==> config.mk <==
export PLATFORM = sky130hd
export DESIGN_NAME = perf_counter_bank
export DESIGN_NICKNAME = d
export VERILOG_FILES = /design/src/rtl/perf_pkg.sv /design/src/rtl/perf_counter_ch.sv /design/src/rtl/perf_counter_bank.sv
export SDC_FILE = /design/constraint.sdc
export NUM_CORES = 1
export LEC_CHECK = 0
export BUFFER_PORTS_ARGS = -buffer_cell sky130_fd_sc_hd__buf_4
export CORE_ASPECT_RATIO = 1.5
export CORE_MARGIN = 1
export CORE_UTILIZATION = 52
export CTS_BUF_LIST = sky130_fd_sc_hd__clkbuf_4
export CTS_CLUSTER_DIAMETER = 100
export DETAILED_ROUTE_END_ITERATION = 10
export PLACE_DENSITY = 0.74
export SLEW_MARGIN = 20
export SYNTH_ARGS = -nofsm -noshare
export SYNTH_HDL_FRONTEND = slang
export SYNTH_SLANG_ARGS = --single-unit
==> constraint.sdc <==
create_clock -name clk -period 2.1 [get_ports clk]
set_input_delay 0.315 -clock clk [delete_from_list [all_inputs] [get_ports clk]]
set_output_delay 0.315 -clock clk [all_outputs]
set_load 0.03 [all_outputs]
==> src/rtl/perf_pkg.sv <==
`default_nettype none
// ============================================================================
// Module   : perf_pkg
// Purpose  : Shared constants and types for the performance counter bank.
// Revision : 1.0
// ============================================================================
package perf_pkg;

  // Channel assignment used by the pipeline event wiring
  localparam int CH_TOTAL      = 0;
  localparam int CH_UNCOND     = 1;
  localparam int CH_COND       = 2;
  localparam int CH_COND_TAKEN = 3;

  localparam int CNT_W_DEFAULT = 32;

  typedef logic [CNT_W_DEFAULT-1:0] perf_cnt_t;

endpackage
`default_nettype wire

==> src/rtl/perf_counter_ch.sv <==
`default_nettype none
// ============================================================================
// Module   : perf_counter_ch
// Purpose  : One event counter: edge/level detect, wrap or saturate, sticky ovf.
// Revision : 1.0
// ============================================================================
module perf_counter_ch
  import perf_pkg::*;
#(
  parameter int CNT_W = CNT_W_DEFAULT,
  parameter int SAT   = 0
) (
  input  logic             clk,
  input  logic             rst_n,
  input  logic             halt,
  input  logic             clr,
  input  logic             event_in,
  input  logic             edge_mode,
  output logic [CNT_W-1:0] cnt,
  output logic             ovf
);

  logic [CNT_W-1:0] cnt_d;
  logic [CNT_W-1:0] cnt_q;
  logic             ovf_d;
  logic             ovf_q;
  logic             prev_d;
  logic             prev_q;
  logic             inc;

  always_comb begin
    // History tracks the input even while halted, so halted edges are dropped
    prev_d = event_in;
    inc    = !halt && !clr && (edge_mode ? (event_in && !prev_q) : event_in);
    cnt_d  = cnt_q;
    ovf_d  = ovf_q;
    if (clr) begin
      cnt_d = '0;
      ovf_d = 1'b0;
    end else if (inc) begin
      if (&cnt_q) begin
        ovf_d = 1'b1;
        cnt_d = (SAT != 0) ? cnt_q : '0;
      end else begin
        cnt_d = cnt_q + CNT_W'(1);
      end
    end
  end

  always_ff @(posedge clk) begin
    if (!rst_n) begin
      cnt_q  <= '0;
      ovf_q  <= 1'b0;
      prev_q <= 1'b0;
    end else begin
      cnt_q  <= cnt_d;
      ovf_q  <= ovf_d;
      prev_q <= prev_d;
    end
  end

  assign cnt = cnt_q;
  assign ovf = ovf_q;

endmodule
`default_nettype wire

==> src/rtl/perf_counter_bank.sv <==
`default_nettype none
// ============================================================================
// Module   : perf_counter_bank
// Purpose  : Bank of event counters with atomic snapshot and registered readout.
//            Optional threshold interrupt on channel 0 via PERF_CNT_IRQ_EN.
// Revision : 1.0
// ============================================================================
module perf_counter_bank
  import perf_pkg::*;
#(
  parameter int NUM_CH = 4,
  parameter int CNT_W  = CNT_W_DEFAULT,
  parameter int SAT    = 0,
  parameter int SEL_W  = 4
) (
  input  logic              clk,
  input  logic              rst_n,
  input  logic              halt,
  input  logic              clr,
  input  logic [NUM_CH-1:0] event_in,
  input  logic [NUM_CH-1:0] edge_mode,
  input  logic              snap,
  input  logic [SEL_W-1:0]  rd_sel,
`ifdef PERF_CNT_IRQ_EN
  input  logic [CNT_W-1:0]  thresh,
  output logic              irq,
`endif
  output logic [CNT_W-1:0]  rd_data,
  output logic [NUM_CH-1:0] ovf,
  output logic              snap_done
);

  logic [CNT_W-1:0] cnt_w    [NUM_CH];
  logic [CNT_W-1:0] shadow_d [NUM_CH];
  logic [CNT_W-1:0] shadow_q [NUM_CH];
  logic [CNT_W-1:0] rd_data_d;
  logic [CNT_W-1:0] rd_data_q;
  logic             snap_done_d;
  logic             snap_done_q;

  for (genvar gi = 0; gi < NUM_CH; gi++) begin : g_ch
    perf_counter_ch #(
      .CNT_W (CNT_W),
      .SAT   (SAT)
    ) u_ch (
      .clk       (clk),
      .rst_n     (rst_n),
      .halt      (halt),
      .clr       (clr),
      .event_in  (event_in[gi]),
      .edge_mode (edge_mode[gi]),
      .cnt       (cnt_w[gi]),
      .ovf       (ovf[gi])
    );
  end

  // Shadows load the pre-edge live values; readout sees the old shadow this cycle
  always_comb begin
    snap_done_d = snap;
    rd_data_d   = '0;
    for (int i = 0; i < NUM_CH; i++) begin
      shadow_d[i] = snap ? cnt_w[i] : shadow_q[i];
      if (rd_sel == SEL_W'(i)) begin
        rd_data_d = shadow_q[i];
      end
    end
  end

  always_ff @(posedge clk) begin
    if (!rst_n) begin
      for (int i = 0; i < NUM_CH; i++) begin
        shadow_q[i] <= '0;
      end
      rd_data_q   <= '0;
      snap_done_q <= 1'b0;
    end else begin
      for (int i = 0; i < NUM_CH; i++) begin
        shadow_q[i] <= shadow_d[i];
      end
      rd_data_q   <= rd_data_d;
      snap_done_q <= snap_done_d;
    end
  end

  assign rd_data   = rd_data_q;
  assign snap_done = snap_done_q;

`ifdef PERF_CNT_IRQ_EN
  logic [CNT_W-1:0] cnt0_last_d;
  logic [CNT_W-1:0] cnt0_last_q;
  logic             irq_d;
  logic             irq_q;

  // A change in cnt_0 that lands at or above thresh can only come from an increment
  always_comb begin
    cnt0_last_d = cnt_w[0];
    irq_d       = irq_q;
    if (clr) begin
      irq_d = 1'b0;
    end else if ((thresh != '0) && (cnt_w[0] != cnt0_last_q) && (cnt_w[0] >= thresh)) begin
      irq_d = 1'b1;
    end
  end

  always_ff @(posedge clk) begin
    if (!rst_n) begin
      cnt0_last_q <= '0;
      irq_q       <= 1'b0;
    end else begin
      cnt0_last_q <= cnt0_last_d;
      irq_q       <= irq_d;
    end
  end

  assign irq = irq_q;
`endif

endmodule
`default_nettype wire
==> qor.txt, run 1 <==
Tcrit/Tclk final: 0.950
Clock root buffer: clkbuf_4
Synth-to-layout area growth: 18.9%
Max Fclk: 501 MHz
Outcome: completed
Via count: 10,246
Critical path class: flop to flop
Vias in the first global route: 10,247
Largest net degree at the start of global routing: 159
Seq/Total Area, Yosys: 0.471
1st-iter DRT viols: 638
Min Clock Period, post-route: 2000 ps
Vias per cell: 5.57
Tot Pwr: 10.7 mW
Final Skew: 35.6 ps
Slew Limit Fails: 0
Commonest cells after routing, fill and taps aside: 297 x dfxtp_1, 137 x buf_4, 134 x nor2_1, 129 x mux2i_1, 129 x nor2b_1
Max-cap violations: 0
Final RePlAce weighted congestion: 0.907
DP Worst Slack: 128 ps
Startpoint Class: flop
CTS Sinks: 297
Post-DRT Antenna Nets: 0
Fillers: 2,034
Global-route wire length before repair: 51,800 microns
CTS tree: done
Post-synthesis async set-or-reset flop share: 0
Worst reg-to-reg path cell count: 6
Clk buf depth: 3
Busiest layer in global routing: met2
Clock Latency Late Sink: 710 ps
Worst VDD drop: 0.477 mV
Flops & latches, synth: 297
CTS clock-pin slew for the worst setup and hold paths: 70 ps
Cell Rows: 69
Worst R2R Setup Slack: 100 ps
Primary FF master, synth: dfxtp_1
Detailed-route DRC error count: 0
Gr ovfl total: 0
Netlist cell types: 61
Core Area: 23,700 sq um
Slew HR: 0.642
LEAKAGE: 5.54 nW
Gr usage total: 0.272
Buf/Inv on CP: 1
Worst Path Arrival: 2610 ps
Worst setup margin: 104 ps
Least-Margin Pin Slew: 537 ps
CP Capture Type: flop
Final hold violations: 0
Worst hold path endpoint: shadow_q[3][18]
Worst hold path type: primary input to flop
PortBufs: 53
Crit-path cells: nand4_1 > nor3_1 > buf_4 > nand4_1 > or3_1 > a21oi_1
Multi-input gate area: 6350 sq um
Total negative slack: 0 ps
Ys Warns: 0
Syn_nets: 1,334
Pwr dens: 715 nW/um^2
CP peak stage delay: 400 ps
Met3 GRT Util: 0.0469
Total CTS buffers: 70
Initial Util: 0.531
Crit path top cell by count: nand4_1
Die area: 24,900 sq um
Initial antenna violation count: 1
Syn Inst Count: 1,313
Post-DP HPWL: 22,900 microns
Number of enable flip-flop cells after synthesis: 0
Htree depth: 3
Mean Syn Cell Area: 9.61 sq um
Unrepaired setup endpoints after global routing: no
WP data required: 2710 ps
Post-synth design cell area: 12,600 sq um
GRT met1 Usage: 0.285
# setup viols final: 0
FF+latch area: 5950 sq um
DRT Pass-1 Iters: 5
Die height: 193 microns
GR Layer Usage met2: 0.503
Layout cells sized above 1: 0.191
Commonest non-fill, non-tap cell in the layout: dfxtp_1
Reg-to-Reg Start: g_ch[0].u_ch.cnt[18]
Fin nets: 1,491
Post-DR wirelength/cell: 17.7 microns
Hold depth: 3
CP top delay family: simple AND/OR/NAND/NOR gates
Reg2reg end: g_ch[0].u_ch.cnt[25]
Hold Crit Start: snap
Total I/O pin count: 54
Final Routed Wirelength: 32,600 microns
Die width: 129 microns
Crit-path slowest cell: or3_1
Worst-path fanout max: 6
## cell families after synthesis
logic type	Yosys count	synth area share
DFF	297	0.471
buffers and inverters	88	0.0289
xor gates and xnor gates	101	0.0701
and+or+nand+nor	536	0.234
muxes	130	0.103
AOI/OAI and AO/OA	157	0.0888
adders and majority gates	4	0.00397
## flip-flops by register name, summed over array words and instances (netlist names)
signal,count
g_ch.u_ch.ovf,4
shadow_q,128
rd_data,32
g_ch.u_ch.cnt,128
snap_done,1
g_ch.u_ch.prev_q,4
## worst min-delay path: cells and delay by family
family | cells | cell delay [ps]
buffers and inverters | 1 | 220
multiplexers | 1 | 170
AND/OR/NAND/NOR | 1 | 90
## metal layers
metal  wire (microns)  vias to the layer above  part of all wire
li1                 -                     4981                 -
met1            12600                     4914              0.39
met2            17100                      265              0.52
met3             1340                       86             0.041
met4             1500                        0             0.046
met5                0                        -                 0
## synth_stat cells, types with 6 or more instances
| master | count | area [sq um] |
|---|---|---|
| dfxtp_1 | 297 | 5950 |
| nor2_1 | 134 | 503 |
| mux2i_1 | 129 | 1290 |
| nor2b_1 | 129 | 807 |
| a22oi_1 | 64 | 480 |
| nand2_1 | 54 | 203 |
| xnor2_1 | 54 | 473 |
| xor2_1 | 47 | 412 |
| nand3_1 | 44 | 220 |
| nand4_1 | 43 | 269 |
| clkbuf_1 | 40 | 150 |
| a21boi_1 | 30 | 225 |
| nor3_1 | 30 | 150 |
| a21oi_1 | 21 | 105 |
| inv_1 | 17 | 63.8 |
| and4_1 | 16 | 140 |
| nor4_1 | 16 | 100 |
| buf_2 | 15 | 75.1 |
| and3_1 | 13 | 81.3 |
| or3_1 | 13 | 81.3 |
| and2_1 | 12 | 75.1 |
| buf_1 | 12 | 45.0 |
| o21ai_0 | 12 | 60.1 |
| nor4_2 | 6 | 75.1 |
## worst max path at each step
stage                         startpoint                    to  slack [ps]  depth (start not counted)
floorplan            g_ch[3].u_ch.cnt[0]  g_ch[3].u_ch.cnt[10]         160                          7
global placement                    halt  g_ch[1].u_ch.cnt[16]         130                          8
CTS                 g_ch[0].u_ch.cnt[18]  g_ch[0].u_ch.cnt[25]         110                          6
global route        g_ch[0].u_ch.cnt[11]  g_ch[0].u_ch.cnt[25]           6                          6
finish              g_ch[0].u_ch.cnt[18]  g_ch[0].u_ch.cnt[25]         100                          6
detailed placement                  halt  g_ch[0].u_ch.cnt[25]         130                          6
## per-stage QoR
step	hold slack, ps	std cells	instance area, sq um	utilization
5_1_grt	112	1839	15000	0.632
3_3_place_gp	469	1711	14000	0.591
3_5_place_dp	478	1711	14000	0.591
6_report	130	1839	15000	0.632
2_1_floorplan	437	1313	12600	-
4_1_cts	73.1	1837	15000	0.631
## final cells by class
class / count / share of cell area
multi-input combinational: 928 / 0.424
timing repair buffer: 156 / 0.0900
inverter: 17 / 0.00425
antenna: 1 / 0.000167
clock buffer: 107 / 0.0536
clock inverter: 14 / 0.00526
sequential: 297 / 0.396
tap: 319 / 0.0266
## what timing repair did
item | CTS | global route
setup buffers | 0 | 1
resized for setup | 0 | 2
setup endpoints to repair | 0 | 10
hold buffers | 5 | 0
hold endpoints to repair | 12 | 0
## power by group
part / internal [mW] / switching, mW / leakage, nW
clock: 2.44 / 2.21 / 0.532
combinational: 0.188 / 0.244 / 2.62
sequential: 5.64 / 0.00487 / 2.39
Power figures use the tool's default switching activity.
==> inputs of run 2 (changes only) <==
--- a/config.mk
+++ b/config.mk
@@ -12,7 +12,7 @@
 export CTS_BUF_LIST = sky130_fd_sc_hd__clkbuf_4
 export CTS_CLUSTER_DIAMETER = 100
 export DETAILED_ROUTE_END_ITERATION = 10
-export PLACE_DENSITY = 0.74
+export PLACE_DENSITY_LB_ADDON = 0.05
 export SLEW_MARGIN = 20
 export SYNTH_ARGS = -nofsm -noshare
 export SYNTH_HDL_FRONTEND = slang
==> qor.txt, run 2 (synthesized netlist as in run 1, its figures left out) <==
Commonest non-fill, non-tap cell in the layout: dfxtp_1
CP Capture Type: flop
Placed cell area: 14,000 sq um
Post-DRT Antenna Nets: 0
Max-cap violations: 0
Initial Util: 0.531
LEAKAGE: 5.53 nW
Unrepaired setup endpoints after global routing: no
Vias in the first global route: 9,814
Worst VDD drop: 0.507 mV
Clock Latency Late Sink: 700 ps
PortBufs: 53
Outcome: completed
Gr ovfl total: 0
Least-Margin Pin Slew: 490 ps
Die area: 24,900 sq um
Total negative slack: 0 ps
Pwr dens: 711 nW/um^2
Largest net degree at the start of global routing: 128
DRT Pass-1 Iters: 5
NetSw: 2.45 mW
1st-iter DRT viols: 561
Global-route wire length before repair: 52,000 microns
Initial antenna violation count: 2
Detailed-route DRC error count: 0
Die width: 129 microns
Sw frac: 0.230
Clk buf depth: 3
Critical path class: flop to flop
Min Clock Period, post-route: 1950 ps
Final Skew: 50.8 ps
Commonest cells after routing, fill and taps aside: 297 x dfxtp_1, 146 x buf_4, 134 x nor2_1, 129 x mux2i_1, 129 x nor2b_1
Slew HR: 0.671
Synth-to-layout area growth: 18.6%
CTS tree: done
Crit-path cells: nand4_1 > nor3_1 > nand4_1 > or3_1 > a21oi_1
Cell Rows: 69
Final instance area: 15,000 sq um
Post-DR wirelength/cell: 17.9 microns
Final hold slack: 127 ps
Post-DP HPWL: 23,400 microns
Final hold violations: 0
Core Area: 23,700 sq um
Crit path top cell by count: nand4_1
CP peak stage delay: 430 ps
Via count: 10,103
Buf/Inv on CP: 0
Worst hold path type: primary input to flop
Startpoint Class: flop
Total CTS buffers: 74
WP data required: 2680 ps
Logic pwr share: 0.040
Gr usage total: 0.275
CP top delay family: simple AND/OR/NAND/NOR gates
Htree depth: 3
Final Routed Wirelength: 33,100 microns
CTS clock-pin slew for the worst setup and hold paths: 60 ps
Worst-path fanout max: 6
Max Fclk: 513 MHz
Sequential fraction of design power: 0.530
Final RePlAce weighted congestion: 0.867
Tcrit/Tclk final: 0.928
Fin nets: 1,499
Slew Limit Fails: 0
Total I/O pin count: 54
Vias per cell: 5.48
Worst Path Arrival: 2530 ps
Clk pwr share: 0.430
Die height: 193 microns
Crit-path slowest cell: dfxtp_1
Layout cells sized above 1: 0.196
# setup viols final: 0
Int Power: 8.19 mW
Clock root buffer: clkbuf_4
CTS Sinks: 297
## run 2: changes by cell type in the layout (fill, tap and decap cells not counted)
cell,delta
dlygate4sd3_1,-1
and3_1,-1
buf_12,-4
and3_2,+1
nor4_2,+1
clkbuf_4,+3
nor4_1,-1
diode_2,+1
buf_4,+9
clkinv_1,-2
bufinv_16,-1
## run 2: cell type report
type | instances | area, sq um
Inverter | 17 | 63.8
Clock inverter | 11 | 41.3
Fill cell | 2104 | 8770
Tap cell | 319 | 399
Multi-Input combinational cell | 928 | 6360
Clock buffer | 110 | 826
Sequential cell | 297 | 5950
Timing Repair Buffer | 160 | 1330
Antenna cell | 2 | 5.00
## run 2: path summary, 6_finish.rpt
check,to,start,slack (ps),depth (start not counted)
min reg2reg,g_ch[1].u_ch.ovf,g_ch[1].u_ch.ovf,510,1
max,g_ch[0].u_ch.cnt[25],g_ch[0].u_ch.cnt[17],150,5
min,shadow_q[1][15],snap,130,3
max reg2reg,g_ch[0].u_ch.cnt[25],g_ch[0].u_ch.cnt[17],150,5
## run 2: worst min-delay path: cells and delay by family
family	cells	cell delay, ps
muxes	1	190
buffers and inverters	1	210
and+or+nand+nor	1	50
## run 2: what timing repair did
action,in CTS,in global routing
endpoints found under the setup margin,0,23
hold buffers,4,0
resized for setup,0,4
setup buffers,0,0
endpoints found under the hold margin,6,0
## run 2: metal layers
metal / vias to the layer above / track usage / routed length (microns)
met5: - / 0 / 0
met4: 0 / 0.127 / 1180
met3: 73 / 0.0488 / 1170
met2: 196 / 0.494 / 17100
met1: 4848 / 0.312 / 13600
li1: 4986 / - / -
## run 2: metrics by stage
stage          worst slack [ps]  utilization  power (mW)  cells
3_5_place_dp               30.4        0.591        6.19   1717
2_1_floorplan               162            -        6.03   1313
3_3_place_gp               76.4        0.591        6.19   1717
4_1_cts                    4.52        0.629        10.8   1842
6_report                    151        0.631        10.6   1844
5_1_grt                    17.9        0.631        11.1   1844
## run 2: power groups by stage
stage / Clock [mW] / Sequential (mW) / Combinational, mW
after floorplan: 0 / 5.77 / 0.261
after global placement: 0 / 5.77 / 0.421
after detailed placement: 0 / 5.77 / 0.420
after CTS: 4.73 / 5.64 / 0.428
after global routing: 5.04 / 5.64 / 0.449
final: 4.57 / 5.64 / 0.426
